## src/rtl/usb_tx_pkg.sv

```systemverilog
// Shared types and constants for the full-speed USB transmit serializer.
package usb_tx_pkg;
  typedef enum logic [2:0] {IDLE, SYNC, DATA, STUFF, EOP_SE0, EOP_J} tx_state_t;

  localparam logic [7:0] SYNC_BYTE       = 8'h80;
  localparam int         STUFF_LIMIT     = 6;
  localparam int         EOP_SE0_BITS    = 2;
  localparam int         FRAC_SHORT_CLKS = 8;
  localparam int         FRAC_LONG_CLKS  = 9;

  // Line state as {D+, D-}.
  typedef logic [1:0] line_t;
  localparam line_t LINE_J   = 2'b10;
  localparam line_t LINE_K   = 2'b01;
  localparam line_t LINE_SE0 = 2'b00;
endpackage

```

## src/rtl/usb_tx_bit_timer.sv

```systemverilog
// USB bit-period timer: free-runs while the transmitter is active, strobes once per bit.
// USB_TX_FRAC_TIMING_EN selects the 8,8,9 clock pattern instead of CLKS_PER_BIT.
module usb_tx_bit_timer
  import usb_tx_pkg::*;
#(
  parameter int CLKS_PER_BIT = 8,
  parameter int BIT_CNT_W    = 4
) (
  input  logic clk,
  input  logic n_rst,
  input  logic run_i,
  output logic strobe_o
);
  logic [BIT_CNT_W-1:0] cnt_q, cnt_d, term;

`ifdef USB_TX_FRAC_TIMING_EN
  logic [1:0] phase_q, phase_d;

  // Phase is held at 0 while idle so every packet starts on the same pattern.
  assign term = (phase_q == 2'd2) ? BIT_CNT_W'(FRAC_LONG_CLKS - 1)
                                  : BIT_CNT_W'(FRAC_SHORT_CLKS - 1);

  always_comb begin
    phase_d = phase_q;
    if (!run_i)        phase_d = 2'd0;
    else if (strobe_o) phase_d = (phase_q == 2'd2) ? 2'd0 : phase_q + 2'd1;
  end

  always_ff @(posedge clk or negedge n_rst)
    if (!n_rst) phase_q <= 2'd0;
    else        phase_q <= phase_d;
`else
  assign term = BIT_CNT_W'(CLKS_PER_BIT - 1);
`endif

  assign strobe_o = run_i && (cnt_q == term);

  always_comb begin
    cnt_d = cnt_q + 1'b1;
    if (!run_i || strobe_o) cnt_d = '0;
  end

  always_ff @(posedge clk or negedge n_rst)
    if (!n_rst) cnt_q <= '0;
    else        cnt_q <= cnt_d;
endmodule

```

## src/rtl/usb_tx_bit_encoder.sv

```systemverilog
// Full-speed USB TX serializer: SYNC, LSB-first bytes with bit stuffing + NRZI, then EOP.
// USB_TX_FRAC_TIMING_EN (in usb_tx_bit_timer) switches to 8,8,9 clock bit periods.
module usb_tx_bit_encoder
  import usb_tx_pkg::*;
#(
  parameter int CLKS_PER_BIT = 8,
  parameter int BIT_CNT_W    = 4
) (
  input  logic       clk,
  input  logic       n_rst,
  input  logic       byte_valid,
  input  logic [7:0] byte_data,
  input  logic       byte_last,
  output logic       byte_ready,
  output logic       dplus_out,
  output logic       dminus_out,
  output logic       tx_busy,
  output logic       tx_done,
  output logic       tx_underrun
);
  tx_state_t  state_q, state_d;
  line_t      line_q, line_d;
  logic       lvl_q, lvl_d, lvl_n;
  logic [2:0] ones_q, ones_d, idx_q, idx_d, idx_nx;
  logic [7:0] sh_q, sh_d, hold_q, hold_d;
  logic       last_q, last_d, hfull_q, hfull_d, hlast_q, hlast_d;
  logic [1:0] eop_q, eop_d;
  logic       abort_q, abort_d, done_q, done_d, unr_q, unr_d;
  logic       strobe, accept, emit, ebit, load, go_eop;

  usb_tx_bit_timer #(.CLKS_PER_BIT(CLKS_PER_BIT), .BIT_CNT_W(BIT_CNT_W)) u_timer (
    .clk      (clk),
    .n_rst    (n_rst),
    .run_i    (state_q != IDLE),
    .strobe_o (strobe)
  );

  assign byte_ready  = !hfull_q && (state_q != EOP_SE0) && (state_q != EOP_J);
  assign accept      = byte_valid && byte_ready;
  assign dplus_out   = line_q[1];
  assign dminus_out  = line_q[0];
  assign tx_busy     = (state_q != IDLE);
  assign tx_done     = done_q;
  assign tx_underrun = unr_q;

  // state_q names the bit currently on the line; each strobe picks the next one.
  always_comb begin
    state_d = state_q;  line_d  = line_q;  lvl_d   = lvl_q;   ones_d = ones_q;
    idx_d   = idx_q;    sh_d    = sh_q;    last_d  = last_q;  hold_d = hold_q;
    hfull_d = hfull_q;  hlast_d = hlast_q; eop_d   = eop_q;   abort_d = abort_q;
    done_d  = 1'b0;     unr_d   = 1'b0;
    emit    = 1'b0;     ebit    = 1'b0;    load    = 1'b0;    go_eop = 1'b0;
    lvl_n   = lvl_q;
    idx_nx  = idx_q + 3'd1;

    if (accept) begin
      hold_d  = byte_data;
      hlast_d = byte_last;
      hfull_d = 1'b1;
    end

    case (state_q)
      IDLE: if (accept) begin
        state_d = SYNC;  idx_d = '0;  ones_d = '0;  abort_d = 1'b0;
        emit    = 1'b1;  ebit  = SYNC_BYTE[0];
      end
      SYNC: if (strobe) begin
        if (idx_q == 3'd7) load = 1'b1;
        else begin
          idx_d = idx_nx;  emit = 1'b1;  ebit = SYNC_BYTE[idx_nx];
        end
      end
      DATA, STUFF: if (strobe) begin
        if (ones_q == 3'(STUFF_LIMIT)) begin
          state_d = STUFF;  emit = 1'b1;  ebit = 1'b0;
        end else if (idx_q != 3'd7) begin
          state_d = DATA;  idx_d = idx_nx;  emit = 1'b1;  ebit = sh_q[idx_nx];
        end else if (last_q)  go_eop = 1'b1;
        else if (hfull_q)     load   = 1'b1;
        else begin
          unr_d = 1'b1;  abort_d = 1'b1;  go_eop = 1'b1;
        end
      end
      EOP_SE0: if (strobe) begin
        if (eop_q == 2'(EOP_SE0_BITS - 1)) begin
          state_d = EOP_J;  line_d = LINE_J;
        end else eop_d = eop_q + 2'd1;
      end
      EOP_J: if (strobe) begin
        state_d = IDLE;  done_d = !abort_q;  lvl_d = 1'b1;  ones_d = '0;
      end
      default: state_d = IDLE;
    endcase

    if (load) begin
      state_d = DATA;  sh_d = hold_q;  last_d = hlast_q;  hfull_d = 1'b0;
      idx_d   = '0;    emit = 1'b1;    ebit   = hold_q[0];
    end
    // Anything still held when EOP starts belongs to no packet and is dropped.
    if (go_eop) begin
      state_d = EOP_SE0;  eop_d = '0;  hfull_d = 1'b0;  line_d = LINE_SE0;
    end
    if (emit) begin
      lvl_n  = ebit ? lvl_q : ~lvl_q;
      lvl_d  = lvl_n;
      line_d = lvl_n ? LINE_J : LINE_K;
      ones_d = ebit ? ones_q + 3'd1 : 3'd0;
    end
  end

  always_ff @(posedge clk or negedge n_rst) begin
    if (!n_rst) begin
      state_q <= IDLE;  line_q  <= LINE_J;  lvl_q   <= 1'b1;  ones_q <= '0;
      idx_q   <= '0;    sh_q    <= '0;      last_q  <= 1'b0;  hold_q <= '0;
      hfull_q <= 1'b0;  hlast_q <= 1'b0;    eop_q   <= '0;    abort_q <= 1'b0;
      done_q  <= 1'b0;  unr_q   <= 1'b0;
    end else begin
      state_q <= state_d;  line_q  <= line_d;  lvl_q   <= lvl_d;   ones_q <= ones_d;
      idx_q   <= idx_d;    sh_q    <= sh_d;    last_q  <= last_d;  hold_q <= hold_d;
      hfull_q <= hfull_d;  hlast_q <= hlast_d; eop_q   <= eop_d;   abort_q <= abort_d;
      done_q  <= done_d;   unr_q   <= unr_d;
    end
  end
endmodule
```

## config.mk

```make
export PLATFORM = sky130hd
export DESIGN_NAME = usb_tx_bit_encoder
export DESIGN_NICKNAME = d
export VERILOG_FILES = /design/src/rtl/usb_tx_pkg.sv /design/src/rtl/usb_tx_bit_timer.sv /design/src/rtl/usb_tx_bit_encoder.sv
export SDC_FILE = /design/constraint.sdc
export NUM_CORES = 1
export LEC_CHECK = 0
export BUFFER_PORTS_ARGS = -buffer_cell sky130_fd_sc_hd__buf_2
export CAP_MARGIN = 20
export CORE_MARGIN = 2
export CORE_UTILIZATION = 45
export CTS_CLUSTER_SIZE = 30
export DETAILED_ROUTE_END_ITERATION = 10
export GPL_TIMING_DRIVEN = 0
export PLACE_DENSITY = 0.7
export SLEW_MARGIN = 15
export SYNTH_ARGS = -nofsm -noshare
export SYNTH_HDL_FRONTEND = slang
export SYNTH_SLANG_ARGS = --single-unit
```

## constraint.sdc

```tcl
create_clock -name clk -period 3.6 [get_ports clk]
set_input_delay 0.18 -clock clk [delete_from_list [all_inputs] [get_ports clk]]
set_output_delay 0.18 -clock clk [all_outputs]
set_load 0.02 [all_outputs]
```

* After elaboration in Yosys (flattened, before gate mapping)
Memory sizes are Yosys's and may differ from the RTL's.
Cells that the tools add are included.
Widths: inputs -> output; s select.
** Operators by class
- $add $sub $neg :: 4
- $lt $le $gt $ge :: 1
- Reduce and logical (&&, ||, !) cells :: 29
- Eq/ne operators :: 34
- $mul :: 0
- Shift-type cells :: 0
- Bitwise operators :: 1
- Mux-type cells :: 85
- Divide/modulo/power cells :: 0
** Operators with widths (number)
- $mux 3 :: 18
- $mux 1 :: 48
- $ne 3x3->1 const B :: 9
- $reduce_and 7->1 :: 3
- $mux 2 :: 10
- $reduce_bool 3->1 :: 6
- $pmux 3 s5 :: 1
- $eq 3x3->1 const B :: 4
- $ne 2x2->1 const B :: 6
- $ne 4x3->1 const B :: 3
- $reduce_bool 2->1 :: 5
- $ne 3x2->1 const B :: 3
- $pmux 3 s3 :: 1
- $reduce_and 3->1 :: 3
- $ne 4x4->1 const B :: 2
- $add 3x1->3 const B :: 2
- $eq 3x2->1 const B :: 2
- $pmux 1 s2 :: 3
- $pmux 3 s2 :: 1
- $ne 5x5->1 const B :: 1
- $add 4x1->4 const B :: 1
- $eq 4x3->1 const B :: 1
- $logic_and 1x1->1 :: 4
- $lt 3x4->1 const B :: 1
- other kinds (14) :: 16
** Word-level totals
- Latch bits :: 0
- Input port bits :: 12
- Output and inout bits :: 6
- Bits in registers :: 40
- RAM bits :: 0
- Memory bits (read-only) :: 8
- Logic and storage cells :: 170
- Memories kept :: 1
** Memories
- (no name shown) :: depth 8, bits a word 1, read ports 1, clocked after memory_dff 0, wr ports 0, RTL line usb_tx_bit_encoder.sv:70 : idx_d = idx_nx; emit = 1'b1; ebit = SYNC_BYTE[idx_nx];

* Longest topological paths before layout
Gate-level depths: netlist (run 1).
- Depth in word-level cells :: 11
- Mapped depth :: 8
- Mapped depth without buffers :: 8

* Cells and area by module
Synthesis (run 1) repeated with hierarchy kept, for this count alone.
** Unflattened totals
- Cells, all modules :: 203
- Area, all modules :: 2099.5 um^2
** By module, submodules not included
- usb_tx_bit_encoder :: times used 1, cells an instance 187, area an instance 1911.8 um^2, seq. area each 903.4 um^2
- usb_tx_bit_timer :: times used 1, cells an instance 16, area an instance 187.7 um^2, seq. area each 100.1 um^2

* Least setup slack after synthesis (run 1)
OpenSTA, ideal clock, no wires.
- Path kind :: flip-flop to flip-flop
- Start point :: reg idx_q[0]
- End point :: reg line_q[1]
- Data required time :: 3.518 ns
- Period minus slack after synthesis :: 2.409 ns
- Buffers on the path :: 0
- Setup time :: 0.082 ns
- Stages on the path, launching flop included :: 9
- Setup slack :: 1.191 ns
- Data arrival time :: 2.326 ns
- Cells stage by stage :: dfrtp_1 ha_1 ha_1 mux4_1 mux2i_1 a2111o_1 a31oi_4 xnor2_1 mux2_2
** On the way
- Longest elaborated chain between the ends :: 11
- Elaborated cells on any way between the ends :: 39
- Classes of those cells :: add/sub (1); eq/ne (2); mux (31); reduce/logical (4); memory (1)
** RTL lines
- start: declaration :: RTL line usb_tx_bit_encoder.sv:24 : logic [2:0] ones_q, ones_d, idx_q, idx_d, idx_nx;
- start signal: assignment :: RTL line usb_tx_bit_encoder.sv:114 : idx_q <= '0; sh_q <= '0; last_q <= 1'b0; hold_q <= '0;
- start signal: assignment :: RTL line usb_tx_bit_encoder.sv:119 : idx_q <= idx_d; sh_q <= sh_d; last_q <= last_d; hold_q <= hold_d;
- $add 3x1->3 :: RTL line usb_tx_bit_encoder.sv:54 : idx_nx = idx_q + 3'd1;
- $bmux 1 s3 :: RTL line usb_tx_bit_encoder.sv:77 : state_d = DATA; idx_d = idx_nx; emit = 1'b1; ebit = sh_q[idx_nx];
- $mux 1 (not written as such) :: RTL line usb_tx_bit_encoder.sv:77
- $mux 1 :: RTL line usb_tx_bit_encoder.sv:76 : end else if (idx_q != 3'd7) begin
- $mux 1 :: RTL line usb_tx_bit_encoder.sv:74 : if (ones_q == 3'(STUFF_LIMIT)) begin
- $mux 1 :: RTL line usb_tx_bit_encoder.sv:73 : DATA, STUFF: if (strobe) begin
- $pmux 1 s2 :: RTL line usb_tx_bit_encoder.sv:62 : case (state_q)
- $mux 1 :: RTL line usb_tx_bit_encoder.sv:95 : if (load) begin
- $mux 1 :: RTL line usb_tx_bit_encoder.sv:104 : lvl_n = ebit ? lvl_q : ~lvl_q;
- $mux 2 :: RTL line usb_tx_bit_encoder.sv:106 : line_d = lvl_n ? LINE_J : LINE_K;
- $mux 2 :: RTL line usb_tx_bit_encoder.sv:103 : if (emit) begin
- end signal: assignment :: RTL line usb_tx_bit_encoder.sv:118 : state_q <= state_d; line_q <= line_d; lvl_q <= lvl_d; ones_q <= ones_d;
- end: declaration :: RTL line usb_tx_bit_encoder.sv:22 : line_t line_q, line_d;
Parallel ways exist; a longest one is shown, timed or not. The select of a mux whose other input is x is not followed.
A chain may end at the register's enable or synchronous reset.

* Worst setup path in the final report (run 1)
Same ends and word-level chain as after synthesis.

==> flow_summary.yaml, run 1 <==
floorplan:
  core_region_area_um2: 4324
  initial_core_util_pct: 46.44
  die_w_um: 70.80
  pin_count: 18
  die-area_um2: 5013
  rows: 24
  die_y_um: 70.80
routing:
  avgRoutedWirePerCell_um: 14.52
  drtIter0Drc: 74
  ant_nets: 0
  drc: 0
  vias_per_cell: 5.646
  vias: 1451
  detail_route.first_pass.iterations: 4
  wirelength_um: 3731
synthesis:
  synth-seq-cells: 40
  yosysWarnings: 0
  yosysMostFrequentCell: "dfrtp_1"
  syn_inst: 180
  synth_top_cell_by_area: "dfrtp_1"
  synthTopCellsByArea: "dfrtp_1 (47%), mux2_1 (6.7%), mux2_2 (5.6%)"
  async_reset_ff_share_pct: 100.0
  synth_flop_cell: "dfrtp_1"
  ys_seq_area_share_pct: 49.97
  synth_common_cells: "dfrtp_1 (38), nor2_1 (22), nand2_1 (13), mux2_1 (12), mux2_2 (10)"
  synth-edff-count: 0
  netlist_area_um2: 2008
  synth_cell_types: 42
  synth.top_cell.area_share_pct: 47.35
  synthesis.nets: 200
  syn_avg_cell_area_um2: 11.16
cts:
  post_cts_buffers: 0
  cts_buffers: 5
  htreeDepth: 2
  cts_tree: "done"
  post_cts_resized: 0
  clock-sinks: 40
  holdBufCountCts: 0
  clk_pin_slew_worst_paths_ps: 80
  clk_latency_ps: 300
  clockRootBuffer: "clkbuf_8"
  cts_buffer_depth: 2
run_status:
  status: "finished with violations"
  violations: "negative hold slack"
timing:
  slew_headroom_pct: 41.74
  tightest_slew_ps: 873.8
  setup_viol_count_final: 0
  period_share_pct: 73.06
  max_freq_mhz: 380.2
  finalHoldViolCount: 12
  finClkSkew_ps: 3.851
  tns_ps: 0
  rsz0062_at_grt: "false"
  period_minus_slack_ps: 2630
  whs_ps: -18.10
  drv_slew: 0
critical_path:
  r2r_slack_ps: 970
  endpoint_kind: "flop"
  critPathLaunch: "idx_q[0]"
  setup.worst_path.start_class: "flop"
  worstReg2RegStart: "idx_q[0]"
  arrival_ps: 2860
  cp_max_fo: 6
  path_class: "flop to flop"
  worstPathRequired_ps: 3830
global_routing:
  grt_overflow: 0
  grt.met2_usage_pct: 27.41
  antenna_found_initial: 0
  top_usage_layer: "met2"
  grt_pass1_vias: 1464
  gr-usage-all-layers_pct: 16.78
  grt_use_met1_pct: 22.29
  grt_max_degree: 41
  grt_pass1_wl_um: 6665
  use_met3_pct: 4.416
pwr:
  power.density_nw_per_um2: 616.8
  power.static_leakage_nw: 1.087
  peakVddDrop_mv: 0.3035
  power.internal_mw: 1.034
  clock_power_share_pct: 35.7
  combinationalPowerShare_pct: 21.6
  p_total_mw: 1.429
  swShare_pct: 27.68
  p_sw_mw: 0.3957
  sequentialPowerShare_pct: 42.7
place:
  portBuffers: 17
  dp_hpwl_um: 2639
  finalWeightedCongestion: 0.9165
  post_dp_cell_area_um2: 2158
finish:
  diodes: 0
  fin_area_um2: 2317
  syn_to_final_growth_pct: 15.39
  fillCellCount: 398
  final_layout_size_suffix_gt1_share_pct: 20.49
  nets: 224
hold_path:
  min_path_type: "primary input to async pin"
flow_run:
  max_cap_violations: 0
==> per-stage QoR <==
step / utilization [%] / cells / setup WS (ps) / hold WS (ps)
global route: 53.59 / 257 / 813.7 / 92.85
detailed placement: 49.91 / 249 / 986.3 / 365.0
finish: 53.59 / 257 / 969.7 / -18.10
floorplan: - / 180 / 1191 / -115.6
CTS: 53.59 / 257 / 959.0 / 41.41
global placement: 49.91 / 249 / 1014 / 364.7
==> cells in the final DEF (no fill, tap or decap), types with 7 or more instances in the layout <==
cell type and n:
o21ai_1 7, nand2_1 13, buf_2 20, nor2_1 22, dfrtp_1 38, ha_1 8, mux2_1 12, mux2_2 10
==> path summary, 6_finish.rpt <==
check / endpoint / cells after the start
min in group clk: hold_q[6] / 2
worst max register to register: line_q[1] / 8
max in group asynchronous: idx_q[0] / 1
worst min-delay path: u_timer.cnt_q[0] / 1
worst max-delay path: line_q[1] / 8
worst min register to register: tx_done / 1
==> worst max-delay path: stages, from the launching register on <==
cell	delay (ps)
dfrtp_1	440
ha_1	240
ha_1	340
mux4_1	360
mux2i_1	70
a2111o_1	420
a31oi_4	280
xnor2_1	130
mux2_2	270
==> cells by family (layout without fill, tap and decap cells) <==
group           after synthesis  count (layout)  synth area share [%]
simple gates                 65              65                 16.01
flops                        40              40                 49.97
compound gates               30              30                 10.40
mux                          25              25                 15.45
buf+inv                       9              34                 1.869
fa+ha+maj                     8               8                 4.985
xor+xnor                      3               3                 1.309
==> state kept, by name, summed over array words and instances, names as in the netlist, 2 cells and up <==
signal and cells:
u_timer.cnt_q 4, sh_q 8, ones_q 3, idx_q 3, hold_q 8, state_q 3, line_q 2, eop_q 2
==> power groups by stage <==
stage / Clock (mW) / Combinational [mW] / Sequential [mW]
after CTS: 0.516 / 0.313 / 0.610
final: 0.511 / 0.309 / 0.610
after global placement: 0 / 0.303 / 0.614
after global routing: 0.534 / 0.357 / 0.624
after floorplan: 0 / 0.225 / 0.613
after detailed placement: 0 / 0.310 / 0.618
==> layout make-up <==
cell class              instances  area (um^2)  share of cell area [%]
flip-flops and latches         40         1003                   43.30
multi-input cells             131        967.2                   41.74
clock inverters                 3        90.09                   3.888
repair buffers                 17        85.08                   3.672
clock buffers                   5        68.82                   2.970
well taps                      52        65.06                   2.808
plain buffers                   4        18.77                  0.8099
inverters                       5        18.77                  0.8099
==> metal layers <==
metal / share of wire (%) / vias to the layer above
li1: - / 699
met4: 0.56 / 0
met5: 0 / -
met3: 4.5 / 2
met1: 48 / 721
met2: 47 / 29
Note: power is estimated with default switching activity, not from simulation.
==> inputs of run 2 (changes only) <==
Clock period 3.6 ns to 2.58 ns, I/O delays scaled along.
==> flow_summary.yaml, run 2 (synthesis gave the netlist of run 1 again) <==
critical_path:
  r2r_cells: 8
  path_class: "flop to flop"
  cp_max_fo: 5
  setup.worst_path.start_class: "flop"
  worstPathRequired_ps: 2800
  arrival_ps: 2630
  endpoint_kind: "flop"
global_routing:
  grt.met2_usage_pct: 27.52
  grt_overflow: 0
  grt_pass1_wl_um: 6706
  antenna_found_initial: 0
  top_usage_layer: "met2"
  grt_max_degree: 41
  gr-usage-all-layers_pct: 16.87
  grt_pass1_vias: 1474
  use_met3_pct: 4.416
  grt_use_met1_pct: 22.48
flow_run:
  max_cap_violations: 0
cts:
  cts_buffer_depth: 2
  clock-sinks: 40
  clk_pin_slew_worst_paths_ps: 80
  cts_buffers: 5
  clockRootBuffer: "clkbuf_8"
  htreeDepth: 2
  clk_latency_ps: 290
  cts_tree: "done"
timing:
  drv_slew: 0
  finClkSkew_ps: 5.031
  finalHoldViolCount: 0
  period_share_pct: 93.34
  period_minus_slack_ps: 2408
  slew_headroom_pct: 41.88
  max_freq_mhz: 415.2
  tightest_slew_ps: 871.8
  setup_viol_count_final: 0
  rsz0062_at_grt: "false"
hold_path:
  hold_depth: 2
  min_path_type: "primary input to flop"
finish:
  diodes: 0
  final_layout_size_suffix_gt1_share_pct: 22.12
  mostFrequentLayoutCells: "dfrtp_1 (38), nor2_1 (22), buf_2 (20)"
  top_regs: "hold_q x8, sh_q x8, u_timer.cnt_q x4"
  syn_to_final_growth_pct: 17.38
  nets: 227
  utilization_pct: 54.51
  final_common_cell: "dfrtp_1"
floorplan:
  pin_count: 18
  die_w_um: 70.80
  die-area_um2: 5013
  rows: 24
  initial_core_util_pct: 46.44
  die_y_um: 70.80
  core_region_area_um2: 4324
routing:
  detail_route.first_pass.iterations: 4
  drc: 0
  ant_nets: 0
  vias: 1447
  wirelength_um: 3751
  avgRoutedWirePerCell_um: 14.43
  vias_per_cell: 5.565
  drtIter0Drc: 71
place:
  portBuffers: 17
  dp_hpwl_um: 2639
  finalWeightedCongestion: 0.9165
pwr:
  p_total_mw: 2.015
  power.static_leakage_nw: 1.097
  peakVddDrop_mv: 0.4246
  power.density_nw_per_um2: 854.9
run_status:
  status: "finished clean"
==> run 2: cell count changes in the layout (fill, tap and decap cells not counted) <==
cell and delta:
buf_4 +2, dlygate4sd3_1 +1, ha_1 -2, ha_2 +1, ha_4 +1
==> run 2: per-stage QoR <==
stage	worst slack (ps)	cells	TNS [ps]	hold slack (ps)	cell area, um^2
3_5_place_dp	-33.72	249	-33.72	314.0	2158
6_report	171.7	260	0	55.62	2357
2_1_floorplan	171.4	180	0	-166.6	2008
5_1_grt	17.35	260	0	54.36	2357
4_1_cts	41.06	260	0	51.79	2342
3_3_place_gp	-5.509	249	-5.509	313.7	2158
==> run 2: timing repair <==
item                       in CTS  in global routing
hold endpoints to repair       30                  0
pin swaps                       1                  1
buffers inserted                2                  0
setup endpoints to repair       1                  4
gates resized for setup         0                  2
hold buffers                    1                  0
==> run 2: path summary, 6_finish.rpt <==
path	from	slack, ps	to
setup / recovery	idx_q[1]	170	line_q[1]
hold / removal	byte_data[6]	60	hold_q[6]
setup reg to reg	idx_q[1]	170	line_q[1]
hold reg to reg	abort_q	440	tx_done
max in group asynchronous	n_rst	1540	state_q[1]
min in group asynchronous	n_rst	490	u_timer.cnt_q[0]
==> run 2: critical path, cell delays in order, from the launching register on <==
cell      delay (ps)
dfrtp_1          410
ha_2             210
ha_4             290
mux4_1           540
mux2i_1          150
a2111o_1         150
a31oi_4          130
xnor2_1          170
mux2_2           270
==> run 2: area by class of cell <==
class | count | area, um^2
Timing Repair Buffer | 20 | 110.1
Clock inverter | 3 | 90.09
Sequential cell | 40 | 1003
Clock buffer | 5 | 68.82
Multi-Input combinational cell | 131 | 982.2
Inverter | 5 | 18.77
Fill cell | 392 | 1967
Buffer | 4 | 18.77
Tap cell | 52 | 65.06
==> run 2: per-layer routing <==
metal  share of wire [%]  vias up
met5                   0        -
met1                  48      707
met2                  46       33
met4                 1.1        0
li1                    -      702
met3                 4.8        5
==> run 2: power breakdown <==
group          internal (mW)  leakage [nW]  switching (mW)
clock                  0.484        0.0784           0.224
combinational          0.221         0.503           0.239
sequential             0.756         0.515          0.0921
==> inputs of run 3 (changes only) <==
Settings changed: BUFFER_PORTS_ARGS -buffer_cell sky130_fd_sc_hd__buf_2 to not set, DONT_BUFFER_PORTS set to 1, PLACE_DENSITY 0.7 to 0.67, SYNTH_HIERARCHICAL set to 1.
==> flow_summary.yaml, run 3 <==
finish:
  top_regs: "hold_q x8, sh_q x8, u_timer/cnt_q x4"
  nets: 244
  diodes: 0
  multiInputGateArea_um2: 1087
  fin_area_um2: 2502
  mostFrequentLayoutCells: "dfrtp_1 (37), nand2_1 (31), nor2_1 (10), dlygate4sd3_1 (10)"
  final_layout_size_suffix_gt1_share_pct: 20.44
  fin_cells: 277
  utilization_pct: 56.69
  syn_to_final_growth_pct: 19.19
  seq_area_um2: 1005
  fillCellCount: 382
  final_common_cell: "dfrtp_1"
synthesis:
  synth_top_cell_by_area: "dfrtp_1"
  yosysWarnings: 6
  synth-edff-count: 0
  netlist_area_um2: 2100
  syn_avg_cell_area_um2: 10.34
  synthesis.nets: 223
  synth.top_cell.area_share_pct: 45.29
  yosysMostFrequentCell: "dfrtp_1"
  syn_inst: 203
  synthTopCellsByArea: "dfrtp_1 (45%), nand2_1 (5.7%), mux2_2 (4.8%)"
  synth_flop_cell: "dfrtp_1"
  synth-seq-cells: 40
  synth_common_cells: "dfrtp_1 (38), nand2_1 (32), nor2_1 (11), inv_1 (9), mux2_2 (9)"
  synth_cell_types: 54
  ys_seq_area_share_pct: 47.79
  async_reset_ff_share_pct: 100.0
floorplan:
  initial_core_util_pct: 47.56
  die_y_um: 72.31
  die_w_um: 72.31
  rows: 24
  die-area_um2: 5228
  pin_count: 18
  core_region_area_um2: 4414
timing:
  finalHoldViolCount: 0
  max_freq_mhz: 409.6
  finClkSkew_ps: 9.570
  slew_headroom_pct: 51.50
  drv_slew: 0
  setup_slack_ps: 138.6
  setup_viol_count_final: 0
  period_share_pct: 94.63
  tightest_slew_ps: 721.9
  whs_ps: 285.1
  period_minus_slack_ps: 2441
  rsz0062_at_grt: "false"
routing:
  ant_nets: 0
  avgRoutedWirePerCell_um: 14.85
  drtIter0Drc: 150
  vias_per_cell: 5.549
  vias: 1537
  wirelength_um: 4114
  detail_route.first_pass.iterations: 4
  drc: 0
hold_path:
  min_path_type: "primary input to async pin"
cts:
  cts_tree: "done"
  clk_latency_ps: 300
  clk_pin_slew_worst_paths_ps: 80
  htreeDepth: 2
  clock-sinks: 40
  clockRootBuffer: "clkbuf_8"
  cts_buffers: 5
  cts_buffer_depth: 2
place:
  post_dp_cell_area_um2: 2170
  finalWeightedCongestion: 0.9253
  preCtsSetupSlack_ps: -196.6
  portBuffers: 0
  dp_hpwl_um: 2746
  placed_cells: 255
critical_path:
  endpoint_kind: "flop"
  arrival_ps: 2670
  cpPeakStageDelay_ps: 440
  path_class: "flop to flop"
  crit_chain: "ha_2, ha_4, mux2_1, o311a_1, a31oi_4, nor3b_4, o22ai_2, a22o_1"
  cp_max_fo: 5
  slowest_stage: "dfrtp_2"
  worstPathRequired_ps: 2810
  setup.worst_path.start_class: "flop"
pwr:
  power.static_leakage_nw: 1.149
  power.density_nw_per_um2: 529.7
  peakVddDrop_mv: 0.3446
flow_run:
  max_cap_violations: 0
run_status:
  status: "finished clean"
global_routing:
  gr-usage-all-layers_pct: 18.03
  grt_pass1_wl_um: 7169
  grt_max_degree: 41
  antenna_found_initial: 0
  grt_pass1_vias: 1452
  grt_overflow: 0
-- run 3: cell count changes after synthesis, sizes merged, moves of 4 or more --
cell,delta
nand2,+19
mux2,-12
inv,+4
nor2,-11
o22ai,+4
-- run 3: cells by family after synthesis --
group	Yosys count	share of synthesized area (%)
AO/OA/AOI/OAI	41	14.90
multiplexers	14	7.867
XOR/XNOR	2	0.8345
adder cells (fa/ha/maj)	8	4.768
buffers and inverters	16	3.158
AND/OR/NAND/NOR	82	20.68
flip-flops	40	47.79
-- run 3: layer usage --
layer / vias to the layer above / track usage (%) / wire length [um]
li1: 752 / - / -
met1: 746 / 26.13 / 2060
met2: 33 / 25.79 / 1785
met3: 6 / 4.444 / 197
met4: 0 / 7.547 / 70
met5: - / 0 / 0
-- run 3: cell type report --
class	count	area share, %
Buffer	5	1.500
Tap cell	52	2.600
Multi-Input combinational cell	147	43.45
Sequential cell	40	40.15
Clock inverter	3	1.900
Inverter	9	1.350
Clock buffer	5	2.750
Timing Repair Buffer	16	6.300
-- run 3: what timing repair did --
| item | 4_1_cts | 5_1_grt |
|---|---|---|
| setup buffers | 1 | 4 |
| hold endpoints to repair | 49 | 0 |
| setup endpoints to repair | 17 | 16 |
| hold buffers | 11 | 0 |
| pin swaps | 3 | 5 |
| gates resized for setup | 9 | 10 |
-- run 3: critical path: cells and delay by family, from the launching register on --
| family | cells | cell delay [ps] |
|---|---|---|
| muxes | 1 | 330 |
| DFF | 1 | 440 |
| and+or+nand+nor | 1 | 220 |
| adders and majority gates | 2 | 510 |
| AOI/OAI and AO/OA | 4 | 860 |
-- run 3: through the flow --
step,power [mW],setup TNS [ps]
2_1_floorplan,0.7685,0
3_3_place_gp,0.7785,-883.8
3_5_place_dp,0.7824,-950.7
4_1_cts,1.351,0
5_1_grt,1.382,0
6_report,1.326,0
-- run 3: final timing paths --
path                       slack, ps        from  cells after the start   endpoint
max in group asynchronous       2020       n_rst                      2  line_q[1]
hold reg to reg                  460     abort_q                      1    tx_done
setup reg to reg                 140    idx_q[0]                      8  line_q[1]
min in group clk                 310  byte_valid                      3  hold_q[0]
setup / recovery                 140    idx_q[0]                      8  line_q[1]
hold / removal                   290       n_rst                      2    tx_done
-- run 3: power breakdown --
part / switching, mW / internal, mW
clock network: 0.239 / 0.291
logic: 0.0324 / 0.0554
registers: 0.0283 / 0.679
